`src/rtl/nasti_dma_mover.sv`:
```
// NASTI (AXI4) data mover: copies `length` bytes from src to dest one burst at a time,
// staging each read burst in a local buffer before writing it back out.
module nasti_dma_mover #(
    parameter int ADDR_WIDTH = 64,
    parameter int DATA_WIDTH = 64,
    parameter int MAX_BURST  = 16
) (
    input  logic                    aclk,
    input  logic                    aresetn,
    input  logic                    en,
    input  logic [ADDR_WIDTH-1:0]   src_addr,
    input  logic [ADDR_WIDTH-1:0]   dest_addr,
    input  logic [ADDR_WIDTH-1:0]   length,
    output logic                    done,
    output logic                    err,
    output logic [2:0]              state_dbg,
    output logic                    ar_valid,
    input  logic                    ar_ready,
    output logic [ADDR_WIDTH-1:0]   ar_addr,
    output logic [7:0]              ar_len,
    output logic [2:0]              ar_size,
    output logic [1:0]              ar_burst,
    input  logic                    r_valid,
    output logic                    r_ready,
    input  logic [DATA_WIDTH-1:0]   r_data,
    input  logic [1:0]              r_resp,
    input  logic                    r_last,
    output logic                    aw_valid,
    input  logic                    aw_ready,
    output logic [ADDR_WIDTH-1:0]   aw_addr,
    output logic [7:0]              aw_len,
    output logic [2:0]              aw_size,
    output logic [1:0]              aw_burst,
    output logic                    w_valid,
    input  logic                    w_ready,
    output logic [DATA_WIDTH-1:0]   w_data,
    output logic [DATA_WIDTH/8-1:0] w_strb,
    output logic                    w_last,
    input  logic                    b_valid,
    output logic                    b_ready,
    input  logic [1:0]              b_resp
);
    localparam int BYTES = DATA_WIDTH / 8;
    localparam int SHIFT = $clog2(BYTES);
    localparam int NW    = $clog2(MAX_BURST) + 1;
    localparam int IW    = (MAX_BURST > 1) ? $clog2(MAX_BURST) : 1;

    // Handshake rule: a transfer happens on a rising aclk edge where valid and ready are
    // both high; a raised valid is held, payload stable, until then. Every output below is
    // decoded from registers only, so no input reaches an output combinationally.
    typedef enum logic [2:0] {S_IDLE, S_AR, S_R, S_AW, S_W, S_B} state_t;
    state_t state, state_nx;

    logic [ADDR_WIDTH-1:0] src_q, dest_q, rem_q;
    logic [NW-1:0]         n_q, idx_q;
    logic                  err_q, zero_q;
    logic [DATA_WIDTH-1:0] buf_mem [MAX_BURST];

    logic [ADDR_WIDTH-1:0] src_al, dest_al, beats_in, step, src_nx, dest_nx, rem_nx;
    logic                  last_idx, r_bad, start;

    // Beats in the next burst: bounded by what is left, the buffer and both 4 KiB pages.
    function automatic logic [NW-1:0] calc_n(input logic [11:0] s_lo, input logic [11:0] d_lo,
                                             input logic [ADDR_WIDTH-1:0] rem);
        logic [ADDR_WIDTH-1:0] m, s_room, d_room;
        s_room = ADDR_WIDTH'(13'h1000 - {1'b0, s_lo}) >> SHIFT;
        d_room = ADDR_WIDTH'(13'h1000 - {1'b0, d_lo}) >> SHIFT;
        m = ADDR_WIDTH'(MAX_BURST);
        if (rem < m)    m = rem;
        if (s_room < m) m = s_room;
        if (d_room < m) m = d_room;
        return NW'(m);
    endfunction

    assign src_al   = src_addr & ~ADDR_WIDTH'(BYTES - 1);
    assign dest_al  = dest_addr & ~ADDR_WIDTH'(BYTES - 1);
    assign beats_in = length >> SHIFT;
    assign step     = ADDR_WIDTH'(n_q) << SHIFT;
    assign src_nx   = src_q + step;
    assign dest_nx  = dest_q + step;
    assign rem_nx   = rem_q - ADDR_WIDTH'(n_q);
    assign last_idx = (idx_q == n_q - NW'(1));
    assign start    = en && !zero_q;
    // A bad read beat is an error response or an r_last that disagrees with the burst size.
    assign r_bad    = (r_resp != 2'b00) || (r_last != last_idx);

    always_comb begin
        state_nx = state;
        case (state)
            S_IDLE: if (start && beats_in != '0) state_nx = S_AR;
            S_AR:   if (ar_ready) state_nx = S_R;
            S_R:    if (r_valid && r_last) state_nx = (err_q || r_bad) ? S_IDLE : S_AW;
            S_AW:   if (aw_ready) state_nx = S_W;
            S_W:    if (w_ready && last_idx) state_nx = S_B;
            S_B:    if (b_valid) state_nx = (b_resp != 2'b00 || rem_nx == '0) ? S_IDLE : S_AR;
            default: state_nx = S_IDLE;
        endcase
    end

    always_ff @(posedge aclk or negedge aresetn) begin
        if (!aresetn) begin
            state  <= S_IDLE;
            src_q  <= '0;
            dest_q <= '0;
            rem_q  <= '0;
            n_q    <= '0;
            idx_q  <= '0;
            err_q  <= 1'b0;
            zero_q <= 1'b0;
        end else begin
            state  <= state_nx;
            zero_q <= 1'b0;
            case (state)
                S_IDLE: if (start) begin
                    src_q  <= src_al;
                    dest_q <= dest_al;
                    rem_q  <= beats_in;
                    err_q  <= 1'b0;
                    n_q    <= calc_n(src_al[11:0], dest_al[11:0], beats_in);
                    zero_q <= (beats_in == '0);
                end
                S_AR: if (ar_ready) idx_q <= '0;
                S_R: if (r_valid) begin
                    if (r_bad) err_q <= 1'b1;
                    idx_q <= r_last ? '0 : idx_q + NW'(1);
                end
                S_W: if (w_ready) idx_q <= idx_q + NW'(1);
                S_B: if (b_valid) begin
                    if (b_resp != 2'b00) begin
                        err_q <= 1'b1;
                    end else begin
                        src_q  <= src_nx;
                        dest_q <= dest_nx;
                        rem_q  <= rem_nx;
                        n_q    <= calc_n(src_nx[11:0], dest_nx[11:0], rem_nx);
                    end
                end
                default: ;
            endcase
        end
    end

    always_ff @(posedge aclk) begin
        if (state == S_R && r_valid) buf_mem[idx_q[IW-1:0]] <= r_data;
    end

    // zero_q holds done low for the single cycle of a zero-beat command.
    assign done      = (state == S_IDLE) && !zero_q;
    assign err       = err_q;
    assign state_dbg = state;

    assign ar_valid = (state == S_AR);
    assign ar_addr  = ar_valid ? src_q : '0;
    assign ar_len   = ar_valid ? 8'(n_q - NW'(1)) : 8'd0;
    assign ar_size  = ar_valid ? 3'(SHIFT) : 3'd0;
    assign ar_burst = ar_valid ? 2'b01 : 2'b00;
    assign r_ready  = (state == S_R);

    assign aw_valid = (state == S_AW);
    assign aw_addr  = aw_valid ? dest_q : '0;
    assign aw_len   = aw_valid ? 8'(n_q - NW'(1)) : 8'd0;
    assign aw_size  = aw_valid ? 3'(SHIFT) : 3'd0;
    assign aw_burst = aw_valid ? 2'b01 : 2'b00;

    assign w_valid  = (state == S_W);
    assign w_data   = w_valid ? buf_mem[idx_q[IW-1:0]] : '0;
    assign w_strb   = w_valid ? '1 : '0;
    assign w_last   = w_valid && last_idx;
    assign b_ready  = (state == S_B);
endmodule

```
`config.mk`:
```
export PLATFORM = sky130hd
export DESIGN_NAME = nasti_dma_mover
export DESIGN_NICKNAME = d
export VERILOG_FILES = /design/src/rtl/nasti_dma_mover.sv
export SDC_FILE = /design/constraint.sdc
export NUM_CORES = 2
export LEC_CHECK = 0
export ABC_AREA = 1
export BUFFER_PORTS_ARGS = -buffer_cell sky130_fd_sc_hd__buf_2
export CAP_MARGIN = 5
export CORE_ASPECT_RATIO = 0.5
export CORE_MARGIN = 3
export CORE_UTILIZATION = 60
export CTS_BUF_LIST = sky130_fd_sc_hd__clkbuf_16
export CTS_CLUSTER_DIAMETER = 150
export DETAILED_ROUTE_END_ITERATION = 10
export GPL_TIMING_DRIVEN = 0
export PLACE_DENSITY = 0.8
export SLEW_MARGIN = 0
export SYNTH_ARGS = -nofsm -noshare
export SYNTH_HDL_FRONTEND = slang
export SYNTH_SLANG_ARGS = --single-unit
```
`constraint.sdc`:
```
create_clock -name aclk -period 6.7 [get_ports aclk]
set_input_delay 1.005 -clock aclk [delete_from_list [all_inputs] [get_ports aclk]]
set_output_delay 1.005 -clock aclk [all_outputs]
set_load 0.01 [all_outputs]
```
==> flow_summary.ini <==
[placed_design]
dpl.hpwl_um = 143000
dp.cells = 7500
io_buffers = 486
place.gp.congestion = 1.02

[pwr]
p_seq_share_pct = 33.5
p_switching_w = 0.0127
total_power_w = 0.0284
ir_worst_vdd_v = 0.000288
clockPowerShare_pct = 21.1
combPwrFrac_pct = 45.4
power_density_nw_per_um2 = 433
netSwitchingFraction_pct = 44.7
leakage_nw = 24.5
p_int_w = 0.0157

[timing]
max_slew_margin_pct = 3.64
period_share_pct = 98.7
hold_viol_final = 0
grt_setup_unrepaired = false
setup_viol = 0
worst_clock_skew_ps = 38.6
min_period_ps = 6610
slew_viol_final = 0
worst_hold_slack_ps = 233
clock.fmax_mhz = 151
tightestPinTransition_ps = 1450

[grt]
grt_pass1_vias = 48100
grt_max_degree = 78
gr-total-overflow = 0
track_usage_pct = 39.8
grt_pass1_wl_um = 297000
antenna_found_initial = 22

[cts]
cts_sinks = 1225
worstSkewPairLatency_ps = 730
htreeDepth = 3
path_clk_slew_ps = 70
root_buffer = clkbuf_16
cts.path.max_buffers = 3
cts_tree = yes
cts_made_buffers = 102

[die]
fp.dieH_um = 225
die-area_um2 = 99600
die_w_um = 443
core_area_um2 = 93900
num_io_pins = 506
rows = 79
start_util_pct = 61.1

[final_layout]
drive_above_1_share_pct = 12.7
nFillCells = 6746
layout_commonest_cell = nor2_1
regArea_um2 = 35800
stdcell_count = 7714
multi_input_comb_area_um2 = 19100
final_cell_mix = 1,072 x nor2_1, 1,024 x edfxtp_1, 764 x nand2_1
final_nets = 6684
final_util_pct = 70.0
syn2layout_area_growth_pct = 14.6

[logic_synthesis]
synth_cells = 5702
ys_async_sr_fraction_pct = 16.4
synth_cell_types = 54
synth_warnings = 0
synth_edf_count = 1024
ys.flop_type = edfxtp_1
syn_avg_cell_area_um2 = 10.1
ys_ff_latch = 1225
yosysSeqAreaShare_pct = 62.4
synthesis.area_um2 = 57400

[worst_hold_path]
hp-class = in -> async

[outcome]
status = completed

[route]
drc = 0
drtIter0Drc = 7656
via_count = 49700
viasPerCell = 6.45
wl_per_cell_um = 26.4
ant_nets = 0
routed_wl_um = 203000
drt-pass1-iter-count = 7

[worst_setup_path]
critPathKind = reg -> out
endpoint_kind = output port
crit_chain = clkbuf_1 -> clkbuf_2 -> clkbuf_1 -> clkbuf_2 -> clkbuf_1 -> nor2_1 -> o22ai_1 -> nand2_1 -> a41oi_1 -> buf_2
cp_slowest_stage_delay_ps = 730
cp.required_ps = 5690
critPathLaunch = idx_q[0]
crit_fanout = 10
r2r-start = n_q[0]
crit_slowest_cell = clkbuf_1
cpMostUsedCell = clkbuf_1
critPathLaunchType = flop
crit_arrival_ps = 5610

[flow_run]
cap_violations = 0
-- power by group through the flow --
stage / Sequential [W] / Clock, W / Combinational (W)
after floorplan: 0.00950 / 0 / 0.00795
after global routing: 0.00960 / 0.00627 / 0.0139
final: 0.00953 / 0.00600 / 0.0129
after global placement: 0.00965 / 0 / 0.0120
after detailed placement: 0.00966 / 0 / 0.0123
after CTS: 0.00950 / 0.00595 / 0.0125
-- Yosys cell counts, types with 4 or more instances --
cell / n / share of area [%]
o221ai_1: 5 / 0.076
nand2_1: 765 / 5.0
dfrtp_1: 201 / 8.8
ha_1: 62 / 1.4
nor3_1: 78 / 0.68
nor2_2: 26 / 0.28
inv_2: 16 / 0.10
o22ai_1: 399 / 4.4
clkinv_1: 5 / 0.033
a31oi_1: 4 / 0.044
o21ai_1: 13 / 0.11
edfxtp_1: 1024 / 54
clkbuf_1: 287 / 1.9
o211ai_1: 21 / 0.27
nand2_4: 4 / 0.079
nand2_2: 20 / 0.22
a21oi_1: 56 / 0.49
nor3_2: 4 / 0.070
nor2_4: 14 / 0.27
buf_1: 14 / 0.092
nor2_1: 1088 / 7.1
nand3_1: 134 / 1.2
nor4_1: 59 / 0.64
xnor2_1: 16 / 0.24
a211oi_1: 4 / 0.052
o21ai_0: 740 / 6.5
a21oi_2: 5 / 0.076
a41oi_1: 64 / 0.98
buf_4: 29 / 0.38
or2_2: 5 / 0.055
xor2_1: 115 / 1.8
nand4_1: 42 / 0.46
inv_1: 349 / 2.3
-- through the flow --
step | worst slack [ps] | cell area (um2) | setup TNS [ps]
floorplan | 1590 | 57400 | 0
global placement | -2210 | 61400 | -1834670
detailed placement | 80.9 | 62400 | 0
CTS | 48.9 | 65700 | 0
global route | 20.4 | 65700 | 0
finish | 87.7 | 65700 | 0
-- sequential cells by signal, indices dropped and copies added (netlist names) --
register	cells
err	1
zero_q	1
n_q	5
src_q	61
idx_q	5
dest_q	61
rem_q	64
buf_mem	1024
state_dbg	3
-- routing by layer --
| metal | track usage (%) | wire, um |
|---|---|---|
| met5 | 0 | 21 |
| met4 | 22.3 | 12600 |
| met3 | 8.69 | 25200 |
| met2 | 63.6 | 94100 |
| met1 | 51.3 | 71300 |
-- worst max-delay path, delay by kind of cell, from the launching register on --
family                 cells  cell delay [ps]
buffers and inverters      6             3490
AO/OA/AOI/OAI              2              700
flip-flops                 1              420
AND/OR/NAND/NOR            2              240
-- final cells by class --
class                   count  share of cell area, %
clock buffers             104                   3.96
plain buffers             332                   2.08
flip-flops and latches   1225                   54.4
clock inverters            89                  0.997
multi-input cells        3793                   29.0
well taps                1255                   2.39
diodes                     20                 0.0761
inverters                 370                   2.11
repair buffers            526                   4.97
-- path summary, 6_finish.rpt --
kind                                   end  slack [ps]  cells past startpoint
worst max-delay path            w_data[63]          90                     10
worst min-delay path             src_q[18]         230                      1
worst max register to register      n_q[3]         330                     35
worst min register to register      zero_q         480                      1
max in group asynchronous           n_q[0]        5260                      3
min in group aclk                   zero_q         480                      1
-- logic make-up (layout without fill, tap and decap cells) --
logic type      after synthesis  after routing  synth area share, %
simple gates               2257           2257                 16.3
xor+xnor                    131            131                 2.00
fa+ha+maj                    65             65                 1.46
buf+inv                     702           1421                 4.80
other cells                   2             40               0.0131
compound gates             1320           1320                 13.0
flops                      1225           1225                 62.4
-- timing repair --
action | in CTS | in global routing
resized for setup | 2 | 6
hold buffers | 0 | 0
buffers inserted | 0 | 1
endpoints found under the setup margin | 64 | 5
pin swaps | 0 | 1
gates cloned | 0 | 0
Note: power is estimated with default switching activity, not from simulation.
